File: src/rtl/pps_gen_pkg.sv
// Shared PPS definitions: generator state encoding and the pulse-width clamp.
// Also imported by the receive-side logic so both ends agree on width scaling.
package pps_gen_pkg;

    typedef enum logic [1:0] {
        ST_IDLE = 2'd0,
        ST_HIGH = 2'd1,
        ST_LOW  = 2'd2
    } pps_state_t;

    // Width in clocks = width << shift, capped so every period keeps at least
    // one low cycle. Evaluated at 32 bits, enough for shift values up to 24.
    function automatic logic [31:0] clamp_width(
        input logic [31:0] width,
        input int unsigned shift,
        input int unsigned clk_freq
    );
        logic [31:0] width_clk;
        width_clk = width << shift;
        if (width_clk >= clk_freq) begin
            width_clk = clk_freq - 1;
        end
        return width_clk;
    endfunction

endpackage

File: src/rtl/pps_period_counter.sv
// Free-running period counter with terminal-count flag and synchronous restart.
module pps_period_counter #(
    parameter int CLK_FREQ = 1000000,
    parameter int CW       = $clog2(CLK_FREQ)
) (
    input  logic          clk_i,
    input  logic          rst_n_i,
    input  logic          clear_i,
    output logic [CW-1:0] count_o,
    output logic          tc_o
);

    localparam logic [CW-1:0] LAST = CW'(CLK_FREQ - 1);

    logic [CW-1:0] count_reg;

    always_ff @(posedge clk_i or negedge rst_n_i) begin
        if (!rst_n_i) begin
            count_reg <= '0;
        end else if (clear_i) begin
            count_reg <= '0;
        end else begin
            count_reg <= count_reg + CW'(1);
        end
    end

    assign count_o = count_reg;
    assign tc_o    = (count_reg == LAST);

endmodule

File: src/rtl/pps_gen.sv
// PPS transmit generator: programmable-width pulse once per CLK_FREQ clocks,
// one-cycle period-start flag, seconds counter, optional re-phase by sync.
module pps_gen
    import pps_gen_pkg::*;
#(
    parameter int CLK_FREQ      = 1000000,
    parameter int WIDTH_SHIFT   = 16,
    parameter int DEFAULT_WIDTH = 10
) (
    input  logic        clk_i,
    input  logic        rst_n_i,
    input  logic        en_i,
    input  logic [7:0]  width_i,
    input  logic        width_wr_i,
    input  logic        sync_i,
    input  logic        sync_en_i,
    output logic        pps_o,
    output logic        pps_flag_o,
    output logic [31:0] sec_count_o
);

    localparam int CW = $clog2(CLK_FREQ);

    pps_state_t    state_reg;
    logic [7:0]    width_reg;
    logic [7:0]    width_active_reg;
    logic          pps_reg;
    logic          flag_reg;
    logic [31:0]   sec_reg;

    logic [7:0]    width_load;
    logic [31:0]   width_clk_active;
    logic [31:0]   width_clk_load;
    logic [CW-1:0] count;
    logic [31:0]   count_ext;
    logic          tc;
    logic          accepted_sync;
    logic          period_start;
    logic          counter_clear;

    // A write landing on a period start is bypassed so it takes effect at once.
    assign width_load       = width_wr_i ? width_i : width_reg;
    assign width_clk_active = clamp_width({24'd0, width_active_reg}, WIDTH_SHIFT, CLK_FREQ);
    assign width_clk_load   = clamp_width({24'd0, width_load}, WIDTH_SHIFT, CLK_FREQ);
    assign count_ext        = 32'(count);

    assign accepted_sync = sync_i & sync_en_i & en_i;
    assign period_start  = en_i & ((state_reg == ST_IDLE) | tc | accepted_sync);
    assign counter_clear = ~en_i | period_start;

    pps_period_counter #(
        .CLK_FREQ (CLK_FREQ),
        .CW       (CW)
    ) u_period_counter (
        .clk_i   (clk_i),
        .rst_n_i (rst_n_i),
        .clear_i (counter_clear),
        .count_o (count),
        .tc_o    (tc)
    );

    always_ff @(posedge clk_i or negedge rst_n_i) begin
        if (!rst_n_i) begin
            width_reg <= 8'(DEFAULT_WIDTH);
        end else if (width_wr_i) begin
            width_reg <= width_i;
        end
    end

    always_ff @(posedge clk_i or negedge rst_n_i) begin
        if (!rst_n_i) begin
            state_reg        <= ST_IDLE;
            pps_reg          <= 1'b0;
            flag_reg         <= 1'b0;
            sec_reg          <= '0;
            width_active_reg <= 8'(DEFAULT_WIDTH);
        end else if (!en_i) begin
            state_reg <= ST_IDLE;
            pps_reg   <= 1'b0;
            flag_reg  <= 1'b0;
            sec_reg   <= '0;
        end else if (period_start) begin
            flag_reg         <= 1'b1;
            sec_reg          <= sec_reg + 32'd1;
            width_active_reg <= width_load;
            if (width_clk_load == 32'd0) begin
                state_reg <= ST_LOW;
                pps_reg   <= 1'b0;
            end else begin
                // Holding pps high across a restart avoids a low glitch on sync.
                state_reg <= ST_HIGH;
                pps_reg   <= 1'b1;
            end
        end else begin
            flag_reg <= 1'b0;
            if (state_reg == ST_HIGH && (count_ext + 32'd1) == width_clk_active) begin
                state_reg <= ST_LOW;
                pps_reg   <= 1'b0;
            end
        end
    end

    assign pps_o       = pps_reg;
    assign pps_flag_o  = flag_reg;
    assign sec_count_o = sec_reg;

endmodule
File: config.mk
export PLATFORM = sky130hd
export DESIGN_NAME = pps_gen
export DESIGN_NICKNAME = d
export VERILOG_FILES = /design/src/rtl/pps_gen_pkg.sv /design/src/rtl/pps_period_counter.sv /design/src/rtl/pps_gen.sv
export SDC_FILE = /design/constraint.sdc
export NUM_CORES = 1
export LEC_CHECK = 0
export ABC_AREA = 1
export BUFFER_PORTS_ARGS = -buffer_cell sky130_fd_sc_hd__buf_2
export CAP_MARGIN = 40
export CELL_PAD_IN_SITES_DETAIL_PLACEMENT = 0
export CELL_PAD_IN_SITES_GLOBAL_PLACEMENT = 1
export CORE_ASPECT_RATIO = 2
export CORE_MARGIN = 2
export CORE_UTILIZATION = 34
export CTS_CLUSTER_SIZE = 24
export DETAILED_ROUTE_END_ITERATION = 16
export PLACE_DENSITY = 0.79
export REMOVE_ABC_BUFFERS = 1
export SETUP_SLACK_MARGIN = 0.1
export SYNTH_ARGS = -nofsm -noshare
export SYNTH_HDL_FRONTEND = slang
export SYNTH_SLANG_ARGS = --single-unit
File: constraint.sdc
create_clock -name clk_i -period 1.9 [get_ports clk_i]
set_input_delay 0.38 -clock clk_i [delete_from_list [all_inputs] [get_ports clk_i]]
set_output_delay 0.38 -clock clk_i [all_outputs]
set_load 0.02 [all_outputs]
==> results by group <==
Power and ir drop
  • Net Sw Frac: 29.0%
  • P_int: 3.10 mW
  • Peak VDD IR: 515 uV
  • Share of total power in combinational logic: 18.5%
  • Sw power: 1.26 mW
  • Overall Power: 4.36 mW
  • Flop pwr share: 39.3%
  • LEAKAGE: 2.55 nW
  • Power share of the clock group: 42.2%
  • PwrDens: 780 nW/um^2

STA
  • Slew Limit Fails: 0
  • Tcrit/Tclk final: 100%
  • Final setup margin: -2.48 ps
  • TNS Setup: -2.48 ps
  • Minimum clock period: 1900 ps
  • Rel. slew slack: 72.4%
  • Clock skew: 9.49 ps
  • Worst slew pin tran: 410 ps
  • RSZ-0062 raised after global routing: yes
  • Fmax: 526 MHz
  • Final setup violating endpoints: 1
  • Hold Fails Final Rpt: 0

GRT
  • Largest net degree at the start of global routing: 50
  • Vias in the first global route: 4442
  • First-pass GRT wire length: 21.6 mm
  • Antenna violations before repair: 0
  • Global route total overflow: 0
  • All-Layer GR Usage: 20.2%

Cells and area
  • Final Util: 44.8%
  • Layout Cells excl Fill: 856
  • Max FFs per register: 32
  • Antenna cells: 0
  • Most common library cell in the layout ignoring fill and taps: nand2_1
  • Proportion of layout cells with a drive suffix above 1: 25.1%
  • Area growth from synthesis to layout: 30.1%
  • Fillers: 1294
  • Final Net Count: 717
  • Commonest non-fill, non-tap cells in the layout: 158 x nand2_1, 83 x nor2_1, 75 x inv_1

Yosys
  • Simple-Gate Fraction of Synth Area: 37.1%
  • Dominant cell type by area after synthesis: dfrtp_1
  • Synth cell types: 35
  • Area contributors post-synth: dfrtp_1 39%, nand2_1 14%, nor2_1 7.3%
  • Largest family of logic cells by synthesized area: simple AND/OR/NAND/NOR gates
  • Compound-Gate Fraction of Synth Area: 7.45%
  • Seq/Total Area, Yosys: 41.4%
  • Post-Synth XOR/XNOR Area: 4.07%
  • Synthesized flop and latch total: 71
  • Mapped Area: 4300 um^2
  • Synth top area share: 39.0%
  • EDFF count, synth: 0
  • Yosys synthesis warning count: 0
  • Synth Flop Type: dfrtp_1
  • Async SR Flop Fraction: 100%
  • Multiplexer share of the synthesized area: 0.262%
  • Adder-cell share of the synthesized area: 0.582%
  • Syn_area_per_cell: 7.13 um^2
  • Cells after Synth: 603

Placed design
  • Cell Count Post-Placement: 826
  • Post-DP HPWL: 10.4 mm
  • Pre-CTS setup slack: -69.2 ps
  • GP Congestion: 0.918
  • Port bufs: 47

Routing
  • Vias/cell: 5.02
  • Total vias in the final route: 4294
  • Routed wire length: 13.5 mm
  • TritonRoute pass-1 iters: 4
  • 1st-iter DRT viols: 248
  • Post-DR wirelength/cell: 15.8 um
  • DRC: 0
  • Final ANT Viol Nets: 0

Floorplanning
  • Site row count: 58
  • Die H: 163 um
  • IO Pins: 48
  • Die Footprint: 13600 um^2
  • Initial Utilization: 34.4%
  • Core Box Area: 12500 um^2
  • Die W: 83.5 um

CTS
  • Clock transition at path regs: 60 ps
  • Clock tree buffer depth: 2
  • CTS Sinks: 71
  • Root buf cell: clkbuf_16
  • CTS tree: built
  • CTS H-tree lvls: 3
  • Clk Latency, worst-skew pair: 340 ps
  • Cts bufs inserted: 9

Setup path
  • Crit Path Max Fanout: 4
  • Startpoint types: flop
  • CP Data Required Time: 2120 ps
  • Kind of critical path: flop to flop
  • CP endpoint kind: flop
  • Worst Path Arrival: 2130 ps

Status
  • Status: complete, but fails checks
  • Failing checks: negative setup slack

Min path
  • Hold Crit Class: input port to flop

Run
  • Maxcap violations: 0
-- power groups by stage --
stage	sequential, mW	combinational [mW]	clock (mW)
3_3_place_gp	1.73	0.678	0
5_1_grt	1.73	0.891	1.93
2_1_floorplan	1.75	0.345	0
6_report	1.72	0.805	1.84
3_5_place_dp	1.74	0.684	0
4_1_cts	1.71	0.770	1.87
-- path summary, 6_finish.rpt --
kind                                        startpoint                      endpoint  slack [ps]  depth (start not counted)
setup / recovery           u_period_counter.count_o[0]                  state_reg[0]          -2                         13
hold / removal                              width_i[1]                  width_reg[1]         320                          2
setup reg to reg           u_period_counter.count_o[0]                  state_reg[0]          -2                         13
hold reg to reg                    width_active_reg[1]           width_active_reg[1]         460                          2
max in group asynchronous                      rst_n_i                sec_count_o[3]         800                          3
min in group asynchronous                      rst_n_i  u_period_counter.count_o[17]         490                          2
-- critical path, stage by stage (launching register included) --
cell and delay, ps:
dfrtp_1 400, ha_4 180, nand2_4 60, nor2_4 170
nand2_2 130, nor2_4 140, xor2_2 150, nand2_1 70
nor2_1 90, nand2_1 60, nor2_2 100, nand2_1 90
nand3_1 80, nand2_1 60
-- repair_timing --
item | CTS | global route
buffers inserted | 11 | 1
endpoints found under the hold margin | 18 | 0
hold buffers | 1 | 0
pin swaps | 6 | 5
endpoints found under the setup margin | 55 | 62
resized for setup | 29 | 20
cloned | 0 | 1
-- logic make-up (layout without fill, tap and decap cells) --
family	count (synthesis)	in the layout
XOR/XNOR	20	20
buffers and inverters	94	197
multiplexers	1	1
AND/OR/NAND/NOR	356	356
flip-flops	71	71
AO/OA/AOI/OAI	59	59
adder cells (fa/ha/maj)	2	2
-- cell usage after synthesis, types with 5 or more instances --
cell type  number
a21oi_1        12
dfrtp_1        67
inv_1          76
nand2_1       164
nand2_2         5
nand3_1        35
nand4_1        16
nor2_1         84
nor2_2          6
nor2_4          6
nor3_1         20
nor4_1         12
o21ai_0        34
o31ai_1         7
xor2_1         17
-- layout make-up --
| type | count | area [um^2] | area share (%) |
|---|---|---|---|
| flip-flops and latches | 71 | 1790 | 31.9 |
| multi-input cells | 438 | 2290 | 41.0 |
| repair buffers | 100 | 696 | 12.4 |
| well taps | 150 | 188 | 3.36 |
| clock buffers | 9 | 225 | 4.03 |
| inverters | 81 | 312 | 5.57 |
| clock inverters | 7 | 96.3 | 1.72 |
-- through the flow --
step / hold WS (ps) / instance area [um^2]
global route: 331 / 5590
detailed placement: 304 / 4960
floorplan: 84.4 / 4210
global placement: 298 / 4960
CTS: 304 / 5490
finish: 315 / 5590
-- layer usage --
layer  share of wire (%)  vias to the layer above  routed length [um]  GRT usage [%]
li1                    -                     2119                   -              -
met1                  36                     2048                4880           20.1
met2                  56                       92                7570           39.5
met3                 3.2                       35                 427           2.98
met4                 4.5                        0                 604           11.0
met5                   0                        -                   0              0
Note: power is estimated with default switching activity, not from simulation.
